[src/rtl/hazard_fwd_unit_pkg.sv]
// Shared encodings for the hazard/forwarding block: operand-select codes and EX-stage tag flags.
// Latency: n/a (constants and types only).
// Backpressure: n/a.
package hazard_fwd_unit_pkg;

    // EX operand-mux select encoding
    localparam logic [1:0] FWD_REGFILE = 2'b00;
    localparam logic [1:0] FWD_WB      = 2'b01;
    localparam logic [1:0] FWD_MEM     = 2'b10;

    // Per-stage tag flags carried beside the destination index
    typedef struct packed {
        logic valid;
        logic wen;
        logic mem_read;
    } tag_flags_t;

endpackage

[src/rtl/hazard_fwd_unit_fwd_select.sv]
// Per-operand forward select: picks EX result, MEM/WB result or register file for one source.
// Latency: combinational.
// Backpressure: none; a matching load in EX is left to the stall logic and selects nothing here.
module fwd_select
    import hazard_fwd_unit_pkg::*;
#(
    parameter int REG_ADDR_W = 5
) (
    input  logic [REG_ADDR_W-1:0] src,
    input  logic                  used,
    input  tag_flags_t            ex_flags,
    input  logic [REG_ADDR_W-1:0] ex_rd,
    input  logic                  mem_valid,
    input  logic                  mem_wen,
    input  logic [REG_ADDR_W-1:0] mem_rd,
    output logic [1:0]            sel
);

    logic src_live;
    logic ex_hit;
    logic mem_hit;

    // x0 is hard-wired zero and never forwarded
    assign src_live = used && (src != '0);
    assign ex_hit   = src_live && ex_flags.valid && ex_flags.wen && !ex_flags.mem_read && (ex_rd == src);
    assign mem_hit  = src_live && mem_valid && mem_wen && (mem_rd == src);

    // Youngest producer wins: EX before MEM
    always_comb begin
        sel = FWD_REGFILE;
        if (ex_hit) begin
            sel = FWD_MEM;
        end else if (mem_hit) begin
            sel = FWD_WB;
        end
    end

endmodule

[src/rtl/hazard_fwd_unit.sv]
// Hazard detection and forward-select generation beside ID/EX; HAZARD_PERF_CNT_EN adds stall/flush counters.
// Latency: stall/bubble controls combinational in the ID cycle; forward selects registered, valid for the EX cycle.
// Backpressure: load-use holds PC and IF/ID for one cycle and bubbles ID/EX; ex_flush bubbles without holding.
module hazard_fwd_unit
    import hazard_fwd_unit_pkg::*;
#(
    parameter int REG_ADDR_W = 5,
    parameter int PERF_CNT_W = 32
) (
    input  logic                  clk,
    input  logic                  reset_n,
    input  logic                  id_valid,
    input  logic [REG_ADDR_W-1:0] id_rs1,
    input  logic [REG_ADDR_W-1:0] id_rs2,
    input  logic                  id_rs1_used,
    input  logic                  id_rs2_used,
    input  logic [REG_ADDR_W-1:0] id_rd,
    input  logic                  id_reg_wen,
    input  logic                  id_mem_read,
    input  logic                  ex_flush,
    output logic [1:0]            forwardA,
    output logic [1:0]            forwardB,
    output logic                  pc_write,
    output logic                  if_id_write,
    output logic                  id_ex_bubble
`ifdef HAZARD_PERF_CNT_EN
    ,
    output logic [PERF_CNT_W-1:0] perf_stall_cnt,
    output logic [PERF_CNT_W-1:0] perf_flush_cnt
`endif
);

    if (REG_ADDR_W < 1 || PERF_CNT_W < 1) begin : g_param_check
        $error("hazard_fwd_unit: REG_ADDR_W and PERF_CNT_W must be positive");
    end

    // WB is not tracked: the register file is write-before-read, so a WB writer never needs forwarding.
    tag_flags_t            ex_flags;
    logic [REG_ADDR_W-1:0] ex_rd;
    logic                  mem_valid;
    logic                  mem_wen;
    logic [REG_ADDR_W-1:0] mem_rd;

    logic       rs1_load_hit;
    logic       rs2_load_hit;
    logic       load_use;
    logic       stall;
    logic       advance;
    logic [1:0] sel_a;
    logic [1:0] sel_b;

    assign rs1_load_hit = id_rs1_used && (id_rs1 != '0) && ex_flags.valid && ex_flags.wen
                          && ex_flags.mem_read && (ex_rd == id_rs1);
    assign rs2_load_hit = id_rs2_used && (id_rs2 != '0) && ex_flags.valid && ex_flags.wen
                          && ex_flags.mem_read && (ex_rd == id_rs2);
    assign load_use     = id_valid && (rs1_load_hit || rs2_load_hit);

    // Flush kills the ID instruction, so a coincident load-use stall is moot
    assign stall        = load_use && !ex_flush;
    assign advance      = id_valid && !stall && !ex_flush;

    assign pc_write     = !stall;
    assign if_id_write  = !stall;
    assign id_ex_bubble = stall || ex_flush;

    fwd_select #(.REG_ADDR_W(REG_ADDR_W)) u_fwd_a (
        .src       (id_rs1),
        .used      (id_rs1_used),
        .ex_flags  (ex_flags),
        .ex_rd     (ex_rd),
        .mem_valid (mem_valid),
        .mem_wen   (mem_wen),
        .mem_rd    (mem_rd),
        .sel       (sel_a)
    );

    fwd_select #(.REG_ADDR_W(REG_ADDR_W)) u_fwd_b (
        .src       (id_rs2),
        .used      (id_rs2_used),
        .ex_flags  (ex_flags),
        .ex_rd     (ex_rd),
        .mem_valid (mem_valid),
        .mem_wen   (mem_wen),
        .mem_rd    (mem_rd),
        .sel       (sel_b)
    );

    // Tag pipeline: EX takes the ID tags only when the instruction really advances, MEM follows EX
    always_ff @(posedge clk or negedge reset_n) begin
        if (!reset_n) begin
            ex_flags  <= '0;
            ex_rd     <= '0;
            mem_valid <= 1'b0;
            mem_wen   <= 1'b0;
            mem_rd    <= '0;
        end else begin
            if (advance) begin
                ex_flags.valid    <= 1'b1;
                ex_flags.wen      <= id_reg_wen;
                ex_flags.mem_read <= id_mem_read;
                ex_rd             <= id_rd;
            end else begin
                ex_flags <= '0;
                ex_rd    <= '0;
            end
            mem_valid <= ex_flags.valid;
            mem_wen   <= ex_flags.wen;
            mem_rd    <= ex_rd;
        end
    end

    // Forward selects captured as ID enters EX; bubbles and empty slots select the register file
    always_ff @(posedge clk or negedge reset_n) begin
        if (!reset_n) begin
            forwardA <= FWD_REGFILE;
            forwardB <= FWD_REGFILE;
        end else if (advance) begin
            forwardA <= sel_a;
            forwardB <= sel_b;
        end else begin
            forwardA <= FWD_REGFILE;
            forwardB <= FWD_REGFILE;
        end
    end

`ifdef HAZARD_PERF_CNT_EN
    localparam logic [PERF_CNT_W-1:0] PERF_ONE = {{(PERF_CNT_W-1){1'b0}}, 1'b1};

    // Saturating event counters for load-use stall cycles and flush cycles
    always_ff @(posedge clk or negedge reset_n) begin
        if (!reset_n) begin
            perf_stall_cnt <= '0;
            perf_flush_cnt <= '0;
        end else begin
            if (stall && (perf_stall_cnt != '1)) begin
                perf_stall_cnt <= perf_stall_cnt + PERF_ONE;
            end
            if (ex_flush && (perf_flush_cnt != '1)) begin
                perf_flush_cnt <= perf_flush_cnt + PERF_ONE;
            end
        end
    end
`endif

endmodule

[config.mk]
export PLATFORM = sky130hd
export DESIGN_NAME = hazard_fwd_unit
export DESIGN_NICKNAME = d
export VERILOG_FILES = /design/src/rtl/hazard_fwd_unit_pkg.sv /design/src/rtl/hazard_fwd_unit_fwd_select.sv /design/src/rtl/hazard_fwd_unit.sv
export SDC_FILE = /design/constraint.sdc
export NUM_CORES = 1
export LEC_CHECK = 0
export ABC_AREA = 1
export CORE_ASPECT_RATIO = 0.6
export CORE_MARGIN = 8
export CORE_UTILIZATION = 29
export CTS_CLUSTER_DIAMETER = 200
export DETAILED_ROUTE_END_ITERATION = 8
export DONT_BUFFER_PORTS = 1
export SLEW_MARGIN = 25
export SYNTH_ARGS = -nofsm -noshare
export SYNTH_HDL_FRONTEND = slang
export SYNTH_HIERARCHICAL = 1
export SYNTH_SLANG_ARGS = --single-unit
[constraint.sdc]
create_clock -name clk -period 1.8 [get_ports clk]
set_input_delay 0.36 -clock clk [delete_from_list [all_inputs] [get_ports clk]]
set_output_delay 0.36 -clock clk [all_outputs]
set_load 0.01 [all_outputs]
; ---- Yosys cells after proc, flatten, opt, wreduce, memory -nomap -nowiden
; Index checks and enable logic that the tools add are counted.
[word_totals]
in_bits = 23
wordCells = 52
output_inout_bits = 7
regBits = 19
[op_classes]
reduce_logical = 31
n_eq_ne = 4
mux = 8
[op_table]
columns = operator, count
row1 = $logic_and 1x1->1, 24
row2 = $eq 5x5->1, 4
row3 = $reduce_bool 5->1, 2
row4 = $mux 2, 4
row5 = $mux 5, 1
row6 = $logic_not 1->1, 3
row7 = $mux 3, 1
row8 = $logic_or 1x1->1, 2
row9 = $mux 1, 2

; ---- Longest topological paths before layout
; Gate-level depths: netlist of the first run.
[logic_depth]
ltp_word = 13
mapped_depth = 10
mapped_depth_nobuf = 10

; ---- Cells and area by module
; The synthesis of the first run kept the hierarchy.
[by_module_without_submodules]
columns = mod, cells_per_inst, area_each_um2, instances, seq_area_each_um2
row1 = hazard_fwd_unit, 114, 888.4, 1, 475.5
row2 = fwd_select, 55, 241.5, 2, 0.0

; ---- Worst setup path before layout of the first run
; OpenSTA, ideal clock, no wires.
[synth_timing]
path_kind = register -> output
startpoint = reg ex_rd[0]
endpoint = out pc_write
required_time_ps = 1440
stages_incl_launch_ff = 7
path_buffers = 1
path_slack_ps = 218
arrival_ps = 1222
cell_sequence = dfrtp_1 > xnor2_1 > nor2b_1 > nand4_1 > nand2_1 > nand3_1 > buf_4
[synth_between]
elab_chain_len = 6
word_cells_on_any_way = 8
cone_classes = eq/ne (2) / reduce/logical (6)
[synth_lines]
columns = element, line
row1 = from (decl), hazard_fwd_unit.sv:39  ; logic [REG_ADDR_W-1:0] ex_rd;
row2 = from (signal assigned), hazard_fwd_unit.sv:101  ; ex_rd <= id_rd;
row3 = "$eq 5x5->1, on equally long branches", "hazard_fwd_unit.sv:53, hazard_fwd_unit.sv:55"
row4 = "$logic_and 1x1->1, on equally long branches", "hazard_fwd_unit.sv:53, hazard_fwd_unit.sv:55"
row5 = $logic_or 1x1->1 *, hazard_fwd_unit.sv:56  ; assign load_use = id_valid && (rs1_load_hit || rs2_load_hit);
row6 = $logic_and 1x1->1 *, hazard_fwd_unit.sv:56
row7 = $logic_and 1x1->1 *, hazard_fwd_unit.sv:59  ; assign stall = load_use && !ex_flush;
row8 = $logic_not 1->1 *, n/a
row9 = to (decl), hazard_fwd_unit.sv:23  ; output logic pc_write,
; Every way passes the cells marked *; elsewhere a longest branch is shown, timed or not.

; ---- Worst setup path in the final report of the first run
; Ends and elaborated chain as after synthesis.

==> results of run 1 <==
==> report_power, final <==
group          leakage [nW]  internal (mW)  total [mW]  switching [mW]
registers             0.249          0.441       0.459          0.0185
clock network        0.0217          0.156       0.295           0.139
logic                 0.563         0.0588       0.140          0.0816
total                 0.834          0.655       0.895           0.239
==> worst reg2reg max path, cell delays in order (launching register included) <==
cell and delay [ns]:
dfrtp_2 0.48, xnor2_2 0.17, buf_4 0.13, nand2_1 0.04, nor2_1 0.04, nand3_1 0.08
nand4_2 0.28, nor2_1 0.19
==> final cells by class <==
type / instances / area share (%)
clock inverters: 1 / 0.485
flip-flops and latches: 19 / 31.1
well taps: 63 / 5.10
inverters: 52 / 12.6
clock buffers: 3 / 2.67
repair buffers: 5 / 2.59
multi-input cells: 149 / 45.4
==> metal layers <==
layer | track usage [%] | vias up | routed length, um
li1 | - | 656 | -
met1 | 13.7 | 560 | 1720
met2 | 14.4 | 35 | 1400
met3 | 3.53 | 0 | 351
met4 | 0.943 | 0 | 0
met5 | 0 | - | 0
==> per-stage QoR <==
step	hold slack (ns)	setup slack (ns)	setup TNS [ns]	instances
6_report	0.206	0.0161	0	292
2_1_floorplan	0.0644	0.218	0	224
4_1_cts	0.202	0.00385	0	290
5_1_grt	0.207	-0.0757	-0.210	292
3_3_place_gp	0.0650	0.149	0	283
3_5_place_dp	0.0650	0.147	0	283
==> synthesized netlist by cell type (all sizes together) <==
cell type / instances
nand2: 73
inv: 52
nor2: 45
dfrtp: 19
nand3: 12
buf: 4
nand4: 4
xor2: 4
o21ai: 3
nand3b: 2
nor2b: 2
xnor2: 2
nor3: 1
nor3b: 1
==> repair_timing <==
item | in CTS | in global routing
endpoints found under the setup margin | 3 | 3
buffers inserted | 2 | 2
pin swaps | 0 | 5
hold buffers | 1 | 0
resized for setup | 7 | 7
endpoints found under the hold margin | 19 | 0
==> cells by family (layout without fill, tap and decap cells) <==
| logic type | count (synthesis) | in the layout | synth area share (%) |
|---|---|---|---|
| AND/OR/NAND/NOR | 140 | 140 | 43.2 |
| buffers and inverters | 56 | 61 | 16.7 |
| flip-flops | 19 | 19 | 34.7 |
| XOR/XNOR | 6 | 6 | 3.83 |
| AO/OA/AOI/OAI | 3 | 3 | 1.64 |
==> flip-flops by register name, indices dropped and copies added (netlist names) <==
signal and cells:
ex_flags 3, ex_rd 5, forwardA 2, forwardB 2, mem_rd 5, mem_valid 1, mem_wen 1
==> how the worst min path moves through the flow <==
stage                       end  slack, ns  cells past startpoint
finish                 ex_rd[1]       0.21                      2
global placement    forwardA[0]       0.07                      0
detailed placement  forwardA[1]       0.06                      0
floorplan           ex_flags[0]       0.06                      0
CTS                    ex_rd[1]       0.20                      2
global route           ex_rd[1]       0.21                      2
==> flow_summary_export.csv, run 1 <==
group,metric,value,unit
worst_setup_path,cp_data_arrival_time,1.42,ns
clock_network,clkSinkCount,19,
clock_network,cts_buffer_depth,2,
worst_setup_path,path_cells,"xnor2_2 -> nor2b_1 -> nand4_1 -> nand2_2 -> nand3_2",
worst_setup_path,r2r_setup_slack,0.31,ns
die,die_height,69.3,um
routing,ant_nets,0,
worst_setup_path,reg2reg_to,"ex_rd[0]",
die,initial_core_util,30.0,%
worst_setup_path,path_max_fanout,7,
die,fp.dieW,105,um
worst_setup_path,cp_top_family,"simple AND/OR/NAND/NOR gates",
routing,first_pass_iters,4,
routing,vias,1251,
clock_network,cts-root-buf,"clkbuf_8",
routing,drt_wl_total,3470,um
sta,fin_crit_sh,99.1,%
die,rows,19,
global_route,grt_overflow_total,0,
sta,worst_pin_slew,0.829,ns
placement,gp_congestion,0.821,
yosys,syn_area_per_cell,6.12,um^2
die,coreArea,0.00456,mm^2
clock_network,cts_max_level,1,
finish,seqCellArea,482,um^2
placement,dpl-instance-area,0.00142,mm^2
yosys,yosys_warnings,6,
finish,fillerInstances,521,
sta,timing.fmax,0.561,GHz
finish,drive_gt1_share,17.5,%
finish,syn_to_final_growth,12.8,%
finish,antenna_cells,0,
finish,stdcell_area,0.00155,mm^2
pwr,p_total,895,uW
finish,nets,253,
global_route,first_global_vias,1190,
worst_setup_path,cp.required,1.44,ns
clock_network,cts_tree,"built",
die,dieArea,0.00726,mm^2
yosys,synth_cell_types,20,
sta,finalSetupViolCount,0,
pwr,cellLeakagePower,0.834,nW
worst_setup_path,endpoint_kind,"output pin",
pwr,powerDensity,578,mW/mm^2
finish,final_core_util,33.9,%
yosys,yosysTopAreaCell,"dfrtp_1",
sta,drv_slew,0,
sta,rsz0062_at_grt,"yes",
pwr,vdd_ir_drop_max,0.000329,V
worst_setup_path,path_class,"reg2out",
routing,drt_iter0_markers,78,
yosys,netlist.area_leader.share,34.7,%
routing,drc_errors,0,
worst_setup_path,critPathSlowestCell,"dfrtp_2",
worst_hold_path,hp-class,"in2reg",
routing,via_per_inst,4.28,
die,pin_count,30,
worst_setup_path,max_stage_delay,0.48,ns
sta,fin_worst_skew,0.00691,ns
run,cap_violations,0,
worst_setup_path,setup.worst_path.end,"pc_write",
clock_network,cts_inserted_buffers,3,
yosys,syn-num-nets,247,
yosys,syn_area,0.00137,mm^2
clock_network,clkSlewWorstSetupHoldPaths,0.07,ns
global_route,grtUsageTotal,9.79,%
yosys,ys_seq_elements,19,
yosys,synthTopCellsByArea,"dfrtp_1 35%, nand2_1 19%, inv_1 12%",
worst_setup_path,cp.depth,5,
clock_network,worstSkewPairLatency,0.25,ns
sta,finalHoldViolations,0,
yosys,seq_area_frac_synth,34.7,%
routing,wl_per_cell,11.9,um
finish,final_common_cell,"nand2_1",
worst_setup_path,crit_buf_inv,0,
global_route,grt_pass1_wl,5880,um
sta,relSlewSlack,44.6,%
placement,hpwl,2750,um
global_route,antenna_found_initial,0,
global_route,grt_max_degree,20,
worst_setup_path,reg2reg_depth,7,
worst_setup_path,cp-start-kind,"flip-flop",
worst_setup_path,startpoint,"ex_rd[0]",
worst_setup_path,reg2reg_from,"ex_rd[0]",
placement,portBuffers,0,
run_status,outcome,"complete, no violations",
worst_hold_path,hold_path.startpoint,"id_rd[1]",
finish,layout_common_cells,"67 x nand2_1, 43 x inv_1, 40 x nor2_1",
yosys,synth_cells,224,
sta,fin_crit,1.78,ns
finish,multi_input_area,702,um^2
Power figures use the tool's default switching activity.
==> run 2: changes to the inputs <==
--- a/config.mk
+++ b/config.mk
@@ -6,12 +6,15 @@
 export NUM_CORES = 1
 export LEC_CHECK = 0
 export ABC_AREA = 1
+export CELL_PAD_IN_SITES_DETAIL_PLACEMENT = 1
+export CELL_PAD_IN_SITES_GLOBAL_PLACEMENT = 2
 export CORE_ASPECT_RATIO = 0.6
 export CORE_MARGIN = 8
 export CORE_UTILIZATION = 29
 export CTS_CLUSTER_DIAMETER = 200
 export DETAILED_ROUTE_END_ITERATION = 8
 export DONT_BUFFER_PORTS = 1
+export PLACE_DENSITY_LB_ADDON = 0.1
 export SLEW_MARGIN = 25
 export SYNTH_ARGS = -nofsm -noshare
 export SYNTH_HDL_FRONTEND = slang
==> flow_summary_export.csv, run 2 (synthesized netlist as in run 1, its figures left out) <==
group,metric,value,unit
sta,finalSetupViolCount,0,
global_route,grt_pass1_wl,6600,um
die,initial_core_util,30.0,%
die,pin_count,30,
run_status,outcome,"complete, no violations",
worst_setup_path,cp_data_arrival_time,1.44,ns
finish,drive_gt1_share,22.6,%
pwr,cellLeakagePower,0.862,nW
clock_network,clkSinkCount,19,
finish,reg_top3,"ex_rd x5, mem_rd x5, ex_flags x3",
worst_setup_path,cp_top_family,"simple AND/OR/NAND/NOR gates",
finish,stdcell_area,0.00161,mm^2
routing,first_pass_iters,4,
worst_setup_path,path_cells,"xnor2_1 -> nor2b_1 -> nand4_1 -> nand2_1 -> nand2_1 -> nand2_2",
die,coreArea,0.00456,mm^2
finish,nets,259,
routing,ant_nets,0,
worst_setup_path,reg2reg_from,"ex_rd[2]",
sta,timing.fmax,0.557,GHz
routing,drt_iter0_markers,52,
worst_setup_path,cp-start-kind,"flip-flop",
finish,syn_to_final_growth,17.2,%
worst_hold_path,hold_path.startpoint,"id_rd[2]",
sta,worst_pin_slew,0.849,ns
clock_network,cts_tree,"built",
worst_setup_path,startpoint,"ex_rd[0]",
run,cap_violations,0,
global_route,grt_overflow_total,0,
sta,drv_slew,0,
global_route,antenna_found_initial,0,
worst_setup_path,crit_buf_inv,0,
clock_network,cts_inserted_buffers,3,
sta,fin_crit,1.80,ns
pwr,powerDensity,572,mW/mm^2
die,die_height,69.3,um
sta,relSlewSlack,43.2,%
sta,rsz0062_at_grt,"yes",
placement,portBuffers,0,
placement,post-place-ws,0.0303,ns
clock_network,cts_max_level,1,
die,rows,19,
global_route,grt_max_degree,20,
clock_network,worstSkewPairLatency,0.26,ns
placement,gp_congestion,0.825,
routing,vias,1243,
global_route,grtUsageTotal,11.2,%
global_route,first_global_vias,1269,
sta,fin_ws,0.00431,ns
worst_hold_path,hp-class,"in2reg",
finish,layout_common_cells,"64 x nand2_1, 40 x inv_1, 39 x nor2_1",
routing,wl_per_cell,13.7,um
placement,hpwl,3400,um
finish,antenna_cells,0,
clock_network,cts-root-buf,"clkbuf_8",
clock_network,clkSlewWorstSetupHoldPaths,0.08,ns
clock_network,cts_buffer_depth,2,
sta,fin_crit_sh,99.8,%
sta,hold_slack,0.192,ns
routing,drc_errors,0,
sta,finalHoldViolations,0,
routing,drt_wl_total,4090,um
worst_setup_path,max_stage_delay,0.46,ns
pwr,vdd_ir_drop_max,0.000437,V
sta,fin_worst_skew,0.00595,ns
die,fp.dieW,105,um
die,dieArea,0.00726,mm^2
routing,via_per_inst,4.17,
worst_setup_path,path_class,"reg2out",
worst_setup_path,worst_path_most_repeated_cell,"nand2_1",
finish,final_common_cell,"nand2_1",
worst_setup_path,cp.required,1.44,ns
worst_setup_path,path_max_fanout,4,
pwr,p_total,920,uW
placement,dpl-instance-area,0.00145,mm^2
worst_setup_path,endpoint_kind,"output pin",
worst_setup_path,critPathSlowestCell,"dfrtp_2",
## run 2: cell types whose count changed in the layout (fill, tap and decap cells not counted), sizes merged
cell,change
buf,+6
## run 2: through the flow
step	utilization (%)	TNS, ns	instances
2_1_floorplan	-	0	224
3_3_place_gp	31.7	0	287
3_5_place_dp	31.7	0	287
4_1_cts	34.1	0	296
5_1_grt	35.2	-0.229	298
6_report	35.2	0	298
## run 2: power breakdown
| part | internal, mW | switching [mW] | total, mW | leakage [nW] |
|---|---|---|---|---|
| Combinational | 0.0648 | 0.0894 | 0.154 | 0.591 |
| Sequential | 0.441 | 0.0175 | 0.458 | 0.249 |
| Clock | 0.156 | 0.151 | 0.307 | 0.0217 |
| Total | 0.662 | 0.258 | 0.920 | 0.862 |
## run 2: what timing repair did
action | CTS | global route
pin swaps | 2 | 8
gates resized for setup | 8 | 14
hold endpoints to repair | 19 | 0
hold buffers | 1 | 0
endpoints found under the setup margin | 3 | 3
gates cloned | 0 | 0
setup buffers | 4 | 2
## run 2: layout make-up
cell class              count  area, um^2
fillers                   621        2960
multi-input cells         149         717
flip-flops and latches     19         482
inverters                  52         195
repair buffers             11        85.1
well taps                  63        78.8
clock buffers               3        41.3
clock inverters             1        7.51
## run 2: path summary, 6_finish.rpt
check                                to  slack (ns)  cells past startpoint
min in group asynchronous   forwardA[1]        0.65                      1
max in group asynchronous      ex_rd[3]        0.57                      1
hold reg to reg                 mem_wen        0.45                      0
hold / removal                 ex_rd[2]        0.19                      2
setup / recovery           id_ex_bubble       0.004                      6
setup reg to reg               ex_rd[4]        0.34                      7
## run 2: metal layers
metal	vias up	GRT usage (%)	part of all wire [%]
met5	-	0	0
met4	0	1.42	0.29
met3	2	4.08	6.1
met2	23	16.2	39
met1	552	15.8	54
li1	666	-	-
==> run 3: changes to the inputs <==
--- a/config.mk
+++ b/config.mk
@@ -6,6 +6,7 @@
 export NUM_CORES = 1
 export LEC_CHECK = 0
 export ABC_AREA = 1
+export CAP_MARGIN = 30
 export CELL_PAD_IN_SITES_DETAIL_PLACEMENT = 1
 export CELL_PAD_IN_SITES_GLOBAL_PLACEMENT = 2
 export CORE_ASPECT_RATIO = 0.6
==> flow_summary_export.csv, run 3 (synthesized netlist as in run 1, its figures left out) <==
group,metric,value,unit
routing,drt_wl_total,4090,um
worst_setup_path,startpoint,"ex_rd[0]",
finish,syn_to_final_growth,18.0,%
die,die_height,69.3,um
worst_setup_path,reg2reg_from,"ex_rd[2]",
finish,fillerInstances,619,
die,pin_count,30,
routing,wl_per_cell,13.7,um
sta,relSlewSlack,69.0,%
sta,finalSetupViolCount,0,
worst_setup_path,path_cells,"xnor2_1 -> nor2b_1 -> nand4_1 -> nand2_1 -> nand2_1 -> nand2_2",
worst_setup_path,max_stage_delay,0.46,ns
finish,final_core_util,35.4,%
routing,drc_errors,0,
finish,layout_common_cells,"64 x nand2_1, 40 x inv_1, 39 x nor2_1",
die,coreArea,0.00456,mm^2
pwr,vdd_ir_drop_max,0.000436,V
worst_hold_path,hold_path.startpoint,"id_rd[2]",
clock_network,cts_tree,"built",
routing,via_per_inst,4.17,
sta,worst_pin_slew,0.464,ns
global_route,grt_max_degree,20,
global_route,grtUsageTotal,11.2,%
placement,hpwl,3400,um
sta,fin_crit,1.80,ns
clock_network,cts_max_level,1,
routing,wl_met2,1620,um
die,dieArea,0.00726,mm^2
sta,rsz0062_at_grt,"yes",
placement,dpl-instance-area,0.00145,mm^2
worst_hold_path,min_path_cells,2,
die,rows,19,
worst_hold_path,hp-class,"in2reg",
worst_setup_path,path_class,"reg2out",
clock_network,cts_inserted_buffers,3,
sta,timing.fmax,0.557,GHz
clock_network,clkSinkCount,19,
finish,stdcell_area,0.00162,mm^2
global_route,antenna_found_initial,0,
finish,nets,260,
run,cap_violations,0,
routing,first_pass_iters,4,
clock_network,worstSkewPairLatency,0.26,ns
routing,wl_met3,249,um
pwr,p_total,922,uW
worst_setup_path,path_max_fanout,4,
finish,seqCellArea,482,um^2
global_route,first_global_vias,1269,
routing,highest_layer,"met4",
finish,antenna_cells,0,
routing,vias,1248,
worst_setup_path,reg2reg_depth,7,
worst_setup_path,cp-start-kind,"flip-flop",
sta,fin_tns_setup,0,ns
die,initial_core_util,30.0,%
worst_setup_path,cp_data_arrival_time,1.44,ns
routing,drt_iter0_markers,53,
placement,portBuffers,0,
clock_network,cts_buffer_depth,2,
finish,final_common_cell,"nand2_1",
routing,ant_nets,0,
sta,hold_slack,0.193,ns
sta,fin_crit_sh,99.7,%
sta,fin_worst_skew,0.00555,ns
global_route,grt_pass1_wl,6600,um
clock_network,cts-root-buf,"clkbuf_8",
placement,gp_congestion,0.825,
global_route,grt_overflow_total,0,
pwr,cellLeakagePower,0.868,nW
finish,drive_gt1_share,22.9,%
worst_setup_path,worst_path_most_repeated_cell,"nand2_1",
run_status,outcome,"complete, no violations",
sta,drv_slew,0,
finish,multi_input_area,717,um^2
die,fp.dieW,105,um
pwr,powerDensity,570,mW/mm^2
worst_setup_path,cp.required,1.44,ns
sta,finalHoldViolations,0,
routing,drt-met1-wl,2210,um
clock_network,clkSlewWorstSetupHoldPaths,0.08,ns
worst_setup_path,endpoint_kind,"output pin",
finish,reg_top3,"ex_rd x5, mem_rd x5, ex_flags x3",
worst_setup_path,critPathSlowestCell,"dfrtp_2",
run 3: cell types whose count changed in the layout (fill, tap and decap cells not counted), sizes merged:
cell	delta
buf	+1
run 3: final timing paths:
path	endpoint	slack, ns
min in group asynchronous	forwardA[1]	0.48
worst min register to register	mem_wen	0.45
worst max-delay path	id_ex_bubble	0.005
worst min-delay path	ex_rd[2]	0.19
max in group asynchronous	ex_rd[3]	0.86
worst max register to register	ex_rd[4]	0.34
run 3: where the power goes:
group | internal (mW) | switching (mW) | total [mW] | leakage [nW]
Sequential | 0.441 | 0.0175 | 0.458 | 0.249
Clock | 0.156 | 0.151 | 0.307 | 0.0217
Combinational | 0.0669 | 0.0898 | 0.157 | 0.597
run 3: layout make-up:
| cell class | count | share of cell area (%) |
|---|---|---|
| clock buffer | 3 | 2.55 |
| clock inverter | 1 | 0.464 |
| inverter | 52 | 12.1 |
| multi-input combinational | 149 | 44.3 |
| sequential | 19 | 29.8 |
| tap | 63 | 4.87 |
| timing repair buffer | 12 | 5.96 |
run 3: stage by stage:
stage | cells | worst slack [ns]
3_5_place_dp | 287 | 0.0303
4_1_cts | 296 | 0.00472
6_report | 299 | 0.00486
5_1_grt | 299 | -0.0846
2_1_floorplan | 224 | 0.218
3_3_place_gp | 287 | 0.0538
run 3: timing repair:
| item | 4_1_cts | 5_1_grt |
|---|---|---|
| setup endpoints to repair | 3 | 3 |
| setup buffers | 4 | 2 |
| gates cloned | 0 | 0 |
| gates resized for setup | 8 | 14 |
| pin swaps | 2 | 8 |
| hold buffers | 1 | 0 |
| hold endpoints to repair | 19 | 0 |
run 3: per-layer routing:
layer	up-vias	global-route usage (%)
li1	669	-
met1	554	15.8
met2	23	16.2
met3	2	4.08
met4	0	1.42
met5	-	0
run 3: critical path: cells and delay by family, from the launching register on:
family / cells / cell delay [ns]
xor+xnor: 1 / 0.21
flops: 1 / 0.46
simple gates: 5 / 0.51
